### config.mk
export PLATFORM = sky130hd
export DESIGN_NAME = score_keeper
export DESIGN_NICKNAME = d
export VERILOG_FILES = /design/src/rtl/score_keeper.sv
export SDC_FILE = /design/constraint.sdc
export NUM_CORES = 1
export LEC_CHECK = 0
export ABC_CLOCK_PERIOD_IN_PS = 2100
export CAP_MARGIN = 20
export CORE_MARGIN = 2
export CORE_UTILIZATION = 52
export DETAILED_ROUTE_END_ITERATION = 10
export PLACE_DENSITY = 0.76
export SKIP_LAST_GASP = 1
export SLEW_MARGIN = 10
export SYNTH_ARGS = -nofsm -noshare
export SYNTH_HDL_FRONTEND = slang
export SYNTH_SLANG_ARGS = --single-unit
### constraint.sdc
create_clock -name clk -period 2.1 [get_ports clk]
set_clock_uncertainty 0.1 [all_clocks]
set_input_delay 0.525 -clock clk [delete_from_list [all_inputs] [get_ports clk]]
set_output_delay 0.525 -clock clk [all_outputs]
set_load 0.005 [all_outputs]
### src/rtl/score_keeper.sv
// score_keeper: BCD game score, session high score and play/game-over control
// for the 2-digit 7-segment display. In OVER the display blinks with a
// half-period of BLINK_DIV clock cycles.
module score_keeper #(
  parameter int unsigned BLINK_DIV = 25000000
) (
  input  logic       clk,
  input  logic       rst,
  input  logic       food_eaten,
  input  logic       game_over,
  input  logic       new_game,
  input  logic       show_high,
  output logic [7:0] num,
  output logic       enable,
  output logic [7:0] high_score,
  output logic [1:0] state
);

  localparam int CNT_W = (BLINK_DIV > 1) ? $clog2(BLINK_DIV) : 1;
  localparam logic [CNT_W-1:0] CNT_MAX = CNT_W'(BLINK_DIV - 1);

  typedef enum logic [1:0] {
    S_IDLE = 2'b00,
    S_PLAY = 2'b01,
    S_OVER = 2'b10,
    S_ILL  = 2'b11
  } state_e;

  state_e           state_q, state_d;
  logic [7:0]       score_q, score_d;
  logic [7:0]       high_q, high_d;
  logic [7:0]       num_q, num_d;
  logic             enable_q, enable_d;
  logic [CNT_W-1:0] cnt_q, cnt_d;

  // Packed-BCD increment that sticks at 99.
  function automatic logic [7:0] bcd_inc_sat(input logic [7:0] v);
    logic [3:0] tens;
    logic [3:0] units;
    tens  = v[7:4];
    units = v[3:0];
    if (v == 8'h99) begin
      bcd_inc_sat = v;
    end else if (units >= 4'd9) begin
      bcd_inc_sat = {tens + 4'd1, 4'd0};
    end else begin
      bcd_inc_sat = {tens, units + 4'd1};
    end
  endfunction

  // Next-state, score/high-score update, blink timing and display selection.
  always_comb begin
    state_d  = state_q;
    score_d  = score_q;
    high_d   = high_q;
    enable_d = enable_q;
    cnt_d    = cnt_q;
    case (state_q)
      S_IDLE: begin
        enable_d = 1'b1;
        if (new_game) begin
          state_d = S_PLAY;
          score_d = 8'h00;
        end
      end
      S_PLAY: begin
        enable_d = 1'b1;
        // game_over takes priority over both restart and food.
        if (game_over) begin
          state_d  = S_OVER;
          enable_d = 1'b0;
          cnt_d    = '0;
          if (score_q > high_q) high_d = score_q;
        end else if (new_game) begin
          score_d = 8'h00;
        end else if (food_eaten) begin
          score_d = bcd_inc_sat(score_q);
        end
      end
      S_OVER: begin
        if (new_game) begin
          state_d  = S_PLAY;
          score_d  = 8'h00;
          enable_d = 1'b1;
          cnt_d    = '0;
        end else if (cnt_q == CNT_MAX) begin
          cnt_d    = '0;
          enable_d = ~enable_q;
        end else begin
          cnt_d = cnt_q + CNT_W'(1);
        end
      end
      default: begin
        // Unreachable encoding: recover to IDLE, keep the high score.
        state_d  = S_IDLE;
        score_d  = 8'h00;
        enable_d = 1'b1;
        cnt_d    = '0;
      end
    endcase
    // Select from next-state values so num tracks the registered outputs.
    if (state_d != S_PLAY && show_high) begin
      num_d = high_d;
    end else begin
      num_d = score_d;
    end
  end

  // State and output registers with synchronous reset.
  always_ff @(posedge clk) begin
    if (rst) begin
      state_q  <= S_IDLE;
      score_q  <= 8'h00;
      high_q   <= 8'h00;
      num_q    <= 8'h00;
      enable_q <= 1'b1;
      cnt_q    <= '0;
    end else begin
      state_q  <= state_d;
      score_q  <= score_d;
      high_q   <= high_d;
      num_q    <= num_d;
      enable_q <= enable_d;
      cnt_q    <= cnt_d;
    end
  end

  assign num        = num_q;
  assign enable     = enable_q;
  assign high_score = high_q;
  assign state      = state_q;

endmodule

==> impl_metrics.toml <==
[outcome]
status = "completed"

[routing]
num_vias = 2972
viasPerCell = 5.84
drt_iter0_markers = 175
routed_wl_um = 8240
drtPass1Iterations = 5
ant_nets = 0
drc = 0
avgRoutedWirePerCell_um = 16.2

[synth]
synth-main-ff-cell = "dfxtp_1"
ys_warn_count = 0
synth_area_leaders = "dfxtp_1 (34%), ha_1 (7.4%), xor2_1 (5.5%)"
syn_nets = 377
async_flop_share_pct = 0
ys_seq_elements = 52
yosys.area_share.simple_pct = 28.7
syn_inst = 353
synth.most_common_cell = "dfxtp_1"
synth_top_family_by_area = "simple AND/OR/NAND/NOR gates"
synth_area_leader_cell = "dfxtp_1"
synth_xor_area_share_pct = 6.95
avgSynthCellArea_um2 = 8.57
netlist_area_um2 = 3030
synth_edf_count = 0
muxShareOfSynthArea_pct = 0.331
yosysUniqueCellTypes = 62
ys_seq_area_share_pct = 34.4
synth_top_area_share_pct = 34.4
ys_top_cells_by_count = "dfxtp_1 (52), nor2_1 (31), nand2_1 (21)"
synth_compound_area_share_pct = 16.9
synth_fa_ha_area_share_pct = 7.44

[worst_setup_path]
critPathLaunch = "score_q[1]$_SDFF_PP0_"
start_kind = "register"
crit_chain = "inv_2 -> ha_2 -> or3b_4 -> and3_4 -> buf_4 -> and4_1 -> o22ai_1 -> o211ai_1"
path_delay_family = "simple AND/OR/NAND/NOR gates"
crit_required_ns = 2.21
r2r-start = "score_q[1]$_SDFF_PP0_"
endpoint_kind = "register"
critPathBufInv = 2
cp_max_fo = 4
slowest_delay_ns = 0.37
path_class = "register to register"
worstPathArrival_ns = 2.17
crit_slowest_cell = "or3b_4"

[floorplanning]
dieArea_um2 = 6440
num_io_pins = 25
die_y_um = 80.3
start_util_pct = 54.3
die_width_um = 80.3
rows = 27
core_um2 = 5570

[clocking]
clk_latency_ns = 0.32
clkSinkCount = 52
clk_pin_slew_ns = 0.11
clk_path_buf_depth = 2
htree_num_levels = 2
cts_tree = "done"
cts_root_buf = "clkbuf_8"
cts_buffers = 5

[timing]
finalSetupViolCount = 0
fmax_mhz = 485
slew_headroom_pct = 72.9
worst_pin_slew_ns = 0.406
period_minus_slack_ns = 2.06
finalHoldViolCount = 0
slew_viol_final = 0
timing.final.crit_share_pct = 98.1
rsz0062_at_grt = "yes"

[flow_run]
cap_violations = 0

[pwr]
total_power_uw = 2010
vdd_drop_max_mv = 0.319
leakage_uw = 0.00161
powerDensity_nw_per_um2 = 497

[min_path]
worstHoldStart = "high_score[7]$_SDFF_PP0_"
hold_class = "register to register"

[placed_design]
hpwlAfterDp_um = 5820
portBuffers = 24
globalplace.congestion = 0.900

[finish]
syn_to_final_growth_pct = 33.7
antenna_cells = 0
final_util_pct = 72.6
nets = 460
final_layout_size_suffix_gt1_share_pct = 30.4
n_fill_cell = 424

[grt]
grt_pass1_vias = 2912
grt.total_usage_pct = 26.6
grt_antenna_before_repair = 0
globalRouteOverflowTotal = 0
grt_pass1_wl_um = 13400
grt_max_degree = 26
final timing paths:
kind	cells after the start	endpoint	slack (ns)
worst min-delay path	2	high_score[7]$_SDFF_PP0_	0.39
worst max register to register	8	num[7]$_SDFF_PP0_	0.04
worst min register to register	2	high_score[7]$_SDFF_PP0_	0.39
worst max-delay path	8	num[7]$_SDFF_PP0_	0.04
per-layer routing:
layer  up-vias  wire length (µm)  GRT usage, %  part of all wire, %
li1       1436                 -             -                    -
met1      1412              3550          33.6                   43
met2       103              4060          45.2                   49
met3        21               460          4.38                  5.6
met4         0               158          10.5                  1.9
met5         -                 0             0                    0
worst reg2reg max path, cell delays in order (launching register included):
cell	delay (ns)
dfxtp_2	0.36
inv_2	0.05
ha_2	0.17
or3b_4	0.37
and3_4	0.19
buf_4	0.15
and4_1	0.18
o22ai_1	0.25
o211ai_1	0.14
sequential cells by signal, indices dropped and copies added (netlist names):
name	count
state	2
score_q	8
enable	1
num	8
high_score	8
cnt_q	25
layout by cell type, fill, tap and decap left out, types with 5 or more instances in the layout:
cell             count
a21oi_1             15
and2_1               7
and3_1               5
buf_4               66
clkbuf_8             5
clkdlybuf4s50_1     22
dfxtp_1             43
dfxtp_2              9
ha_1                10
inv_1               14
nand2_1             20
nand3_1             19
nand4_1             15
nor2_1              31
nor2_2               5
nor3_1               5
nor4_1               5
o211ai_1             6
o21ai_0              7
o21ai_1              6
xnor2_1              5
xor2_1              19
per-stage QoR:
step	setup WS, ns	hold slack, ns	cell area, µm²	cells	TNS [ns]
2_1_floorplan	-0.00716	0.371	3030	353	-0.00716
4_1_cts	-0.0129	0.393	3860	500	-0.0203
3_5_place_dp	-0.457	0.376	3740	492	-12.64
6_report	0.0398	0.386	4050	509	0
5_1_grt	-0.0171	0.419	4050	509	-0.0792
3_3_place_gp	-0.419	0.374	3740	492	-11.29
cell families after synthesis:
logic type               count (synthesis)
multiplexers                             1
XOR/XNOR                                24
AND/OR/NAND/NOR                        150
AO/OA/AOI/OAI                           72
buffers and inverters                   36
adder cells (fa/ha/maj)                 18
flip-flops                              52
cell type report:
| type | instances | area (µm²) | share of cell area (%) |
|---|---|---|---|
| sequential | 52 | 1050 | 26.0 |
| multi-input combinational | 265 | 1940 | 48.0 |
| clock inverter | 3 | 27.5 | 0.680 |
| inverter | 18 | 67.6 | 1.67 |
| clock buffer | 5 | 68.8 | 1.70 |
| timing repair buffer | 94 | 800 | 19.8 |
| tap | 72 | 90.1 | 2.23 |
repair_timing:
action                                  in CTS  in global routing
hold endpoints to repair                     0                  0
resized for setup                           12                 34
pin swaps                                    0                 15
hold buffers                                 0                  0
endpoints found under the setup margin      12                 17
buffers inserted                             0                  9
power breakdown:
group | internal [µW] | switching [µW]
registers | 1000 | 10.3
clock network | 246 | 380
logic | 181 | 191
total | 1430 | 582
Note: power is estimated with default switching activity, not from simulation.
==> variant, RTL diff (same flow settings) <==
The output `num` loses its register stage (`num_q` becomes a continuous assignment).
--- a/src/rtl/score_keeper.sv
+++ b/src/rtl/score_keeper.sv
@@ -112,18 +112,18 @@
       state_q  <= S_IDLE;
       score_q  <= 8'h00;
       high_q   <= 8'h00;
-      num_q    <= 8'h00;
       enable_q <= 1'b1;
       cnt_q    <= '0;
     end else begin
       state_q  <= state_d;
       score_q  <= score_d;
       high_q   <= high_d;
-      num_q    <= num_d;
       enable_q <= enable_d;
       cnt_q    <= cnt_d;
     end
   end
+
+  assign num_q = num_d;
 
   assign num        = num_q;
   assign enable     = enable_q;
Behaviour: not the same (a bounded check fails within 4 cycles, from zero or initial values and one cycle with rst high).
==> variant against the unedited design <==
- the run now ends with setup timing left
- cell area fell by 5.5%
- worst setup slack got worse by 0.96 ns
- first-iteration DRC count fell by 11%
- area after synthesis down 15%
- sequential cell count is 8 lower
- wire length down 6.0%
- power fell by 13%
- maximum frequency down 32%
- utilization increased by 7.8 points
- critical endpoint is now num[6]
- largest power group unchanged
==> variant: results (changes against the unedited design) <==
Global routing
  • Wire length of the first global-routing pass: 11,370 um (-15%)
  • GRT Total Usage: 0.2686 (+0.002487)
  • Met2 Track Usage GR: 0.4385 (-0.01312)
  • Number of global-route vias before repair: 2,457 (-16%)

Power
  • Static leakage: 1.564 nW (-3.0%)
  • Maximum VDD drop: 0.6321 mV (+98%)

Timing
  • Final setup vio count: 14 (+14)
  • Slew @ Worst Pin: 0.4487 ns (+0.04294 ns)
  • PnR worst setup slack: -0.9238 ns (-0.9636 ns)

Drt
  • Initial DRC count: 155 (-11%)
  • Routed len/inst: 16.40 um (+1.3%)
  • DR vias: 2,561 (-14%)
  • DRT Pass-1 Iters: 4 (-1)

Clock network
  • Clock Latency Late Sink: 0.30 ns (-0.02 ns)
  • Clk slew on worst S/H paths: 0.09 ns (-0.02 ns)

Run status
  • Failing checks: setup timing
  • Outcome: finished with violations

Synthesis
  • Synth unique cells: 53 (-15%)
  • Mux contribution to synthesized area: 0.04713 (+0.04382)
  • Sequential area share after synthesis: 0.3421 (-0.002006)
  • Synth Area in Adders: 0.08746 (+0.01302)
  • Post-synthesis xor/xnor area fraction: 0.08163 (+0.01215)
  • Syn_nets: 326 (-14%)
  • Compound-Gate Fraction of Synth Area: 0.1088 (-0.05989)

Cells and area
  • Fin nets: 428 (-7.0%)
  • Layout cells sized above 1: 0.3802 (+0.07590)

Place
  • GP Congestion: 0.8618 (-4.2%)
[variant: worst max-delay path, stage by stage, from the launching register on]
cell and delay, ns:
dfxtp_1 0.36, inv_1 0.05, ha_1 0.32, nand4_1 0.19, a21oi_1 0.21, o21bai_1 0.13, clkbuf_16 0.18, buf_6 0.12
mux2i_4 0.18, mux2i_1 0.20, buf_2 0.16
[variant: layout make-up]
| cell class | count | area [sq um] | share of cell area |
|---|---|---|---|
| clock inverters | 2 | 13.76 | 0.003601 |
| inverters | 17 | 63.81 | 0.01669 |
| multi-input cells | 232 | 1824 | 0.4773 |
| clock buffers | 6 | 82.58 | 0.02160 |
| repair buffers | 104 | 865.8 | 0.2265 |
| flip-flops and latches | 44 | 888.4 | 0.2324 |
| well taps | 67 | 83.83 | 0.02193 |
[variant: path summary, 6_finish.rpt]
| kind | start | to | slack [ns] | cells past startpoint |
|---|---|---|---|---|
| worst min-delay path | cnt_q[1]$_SDFFE_PP0P_ | cnt_q[1]$_SDFFE_PP0P_ | 0.40 | 2 |
| worst min register to register | cnt_q[1]$_SDFFE_PP0P_ | cnt_q[1]$_SDFFE_PP0P_ | 0.40 | 2 |
| worst max-delay path | high_score[7]$_SDFF_PP0_ | num[6] | -0.92 | 10 |
| worst max register to register | high_score[7]$_SDFF_PP0_ | high_score[0]$_SDFF_PP0_ | -0.27 | 12 |
[variant: power breakdown]
part | total [mW] | switching, mW | internal [mW] | leakage (nW)
registers | 0.854 | 0.0106 | 0.843 | 0.358
clock network | 0.578 | 0.309 | 0.269 | 0.0516
logic | 0.312 | 0.154 | 0.158 | 1.15
total | 1.74 | 0.473 | 1.27 | 1.56
[variant: logic make-up after synthesis]
group | after synthesis
AND/OR/NAND/NOR | 135
buffers and inverters | 26
AO/OA/AOI/OAI | 43
XOR/XNOR | 24
flip-flops | 44
adder cells (fa/ha/maj) | 18
multiplexers | 12
[variant: repair_timing]
action,CTS,global route
gates resized for setup,60,22
pin swaps,14,17
setup buffers,15,5
endpoints found under the setup margin,20,30
[variant: metrics by stage]
stage	power, mW	worst slack (ns)	instances	cell area (sq um)	setup TNS [ns]
after floorplan	1.018	-0.1483	302	2633	-1.078
after global placement	1.135	-1.151	444	3379	-16.81
after detailed placement	1.140	-1.173	444	3379	-18.16
after CTS	1.712	-0.7966	467	3674	-6.275
after global routing	1.808	-0.9917	472	3822	-10.05
final	1.743	-0.9238	472	3822	-7.780
[variant: metal layers]
metal	share of wire	up-vias
met4	0.023	0
li1	-	1246
met5	0	-
met3	0.048	25
met1	0.43	1206
met2	0.49	84
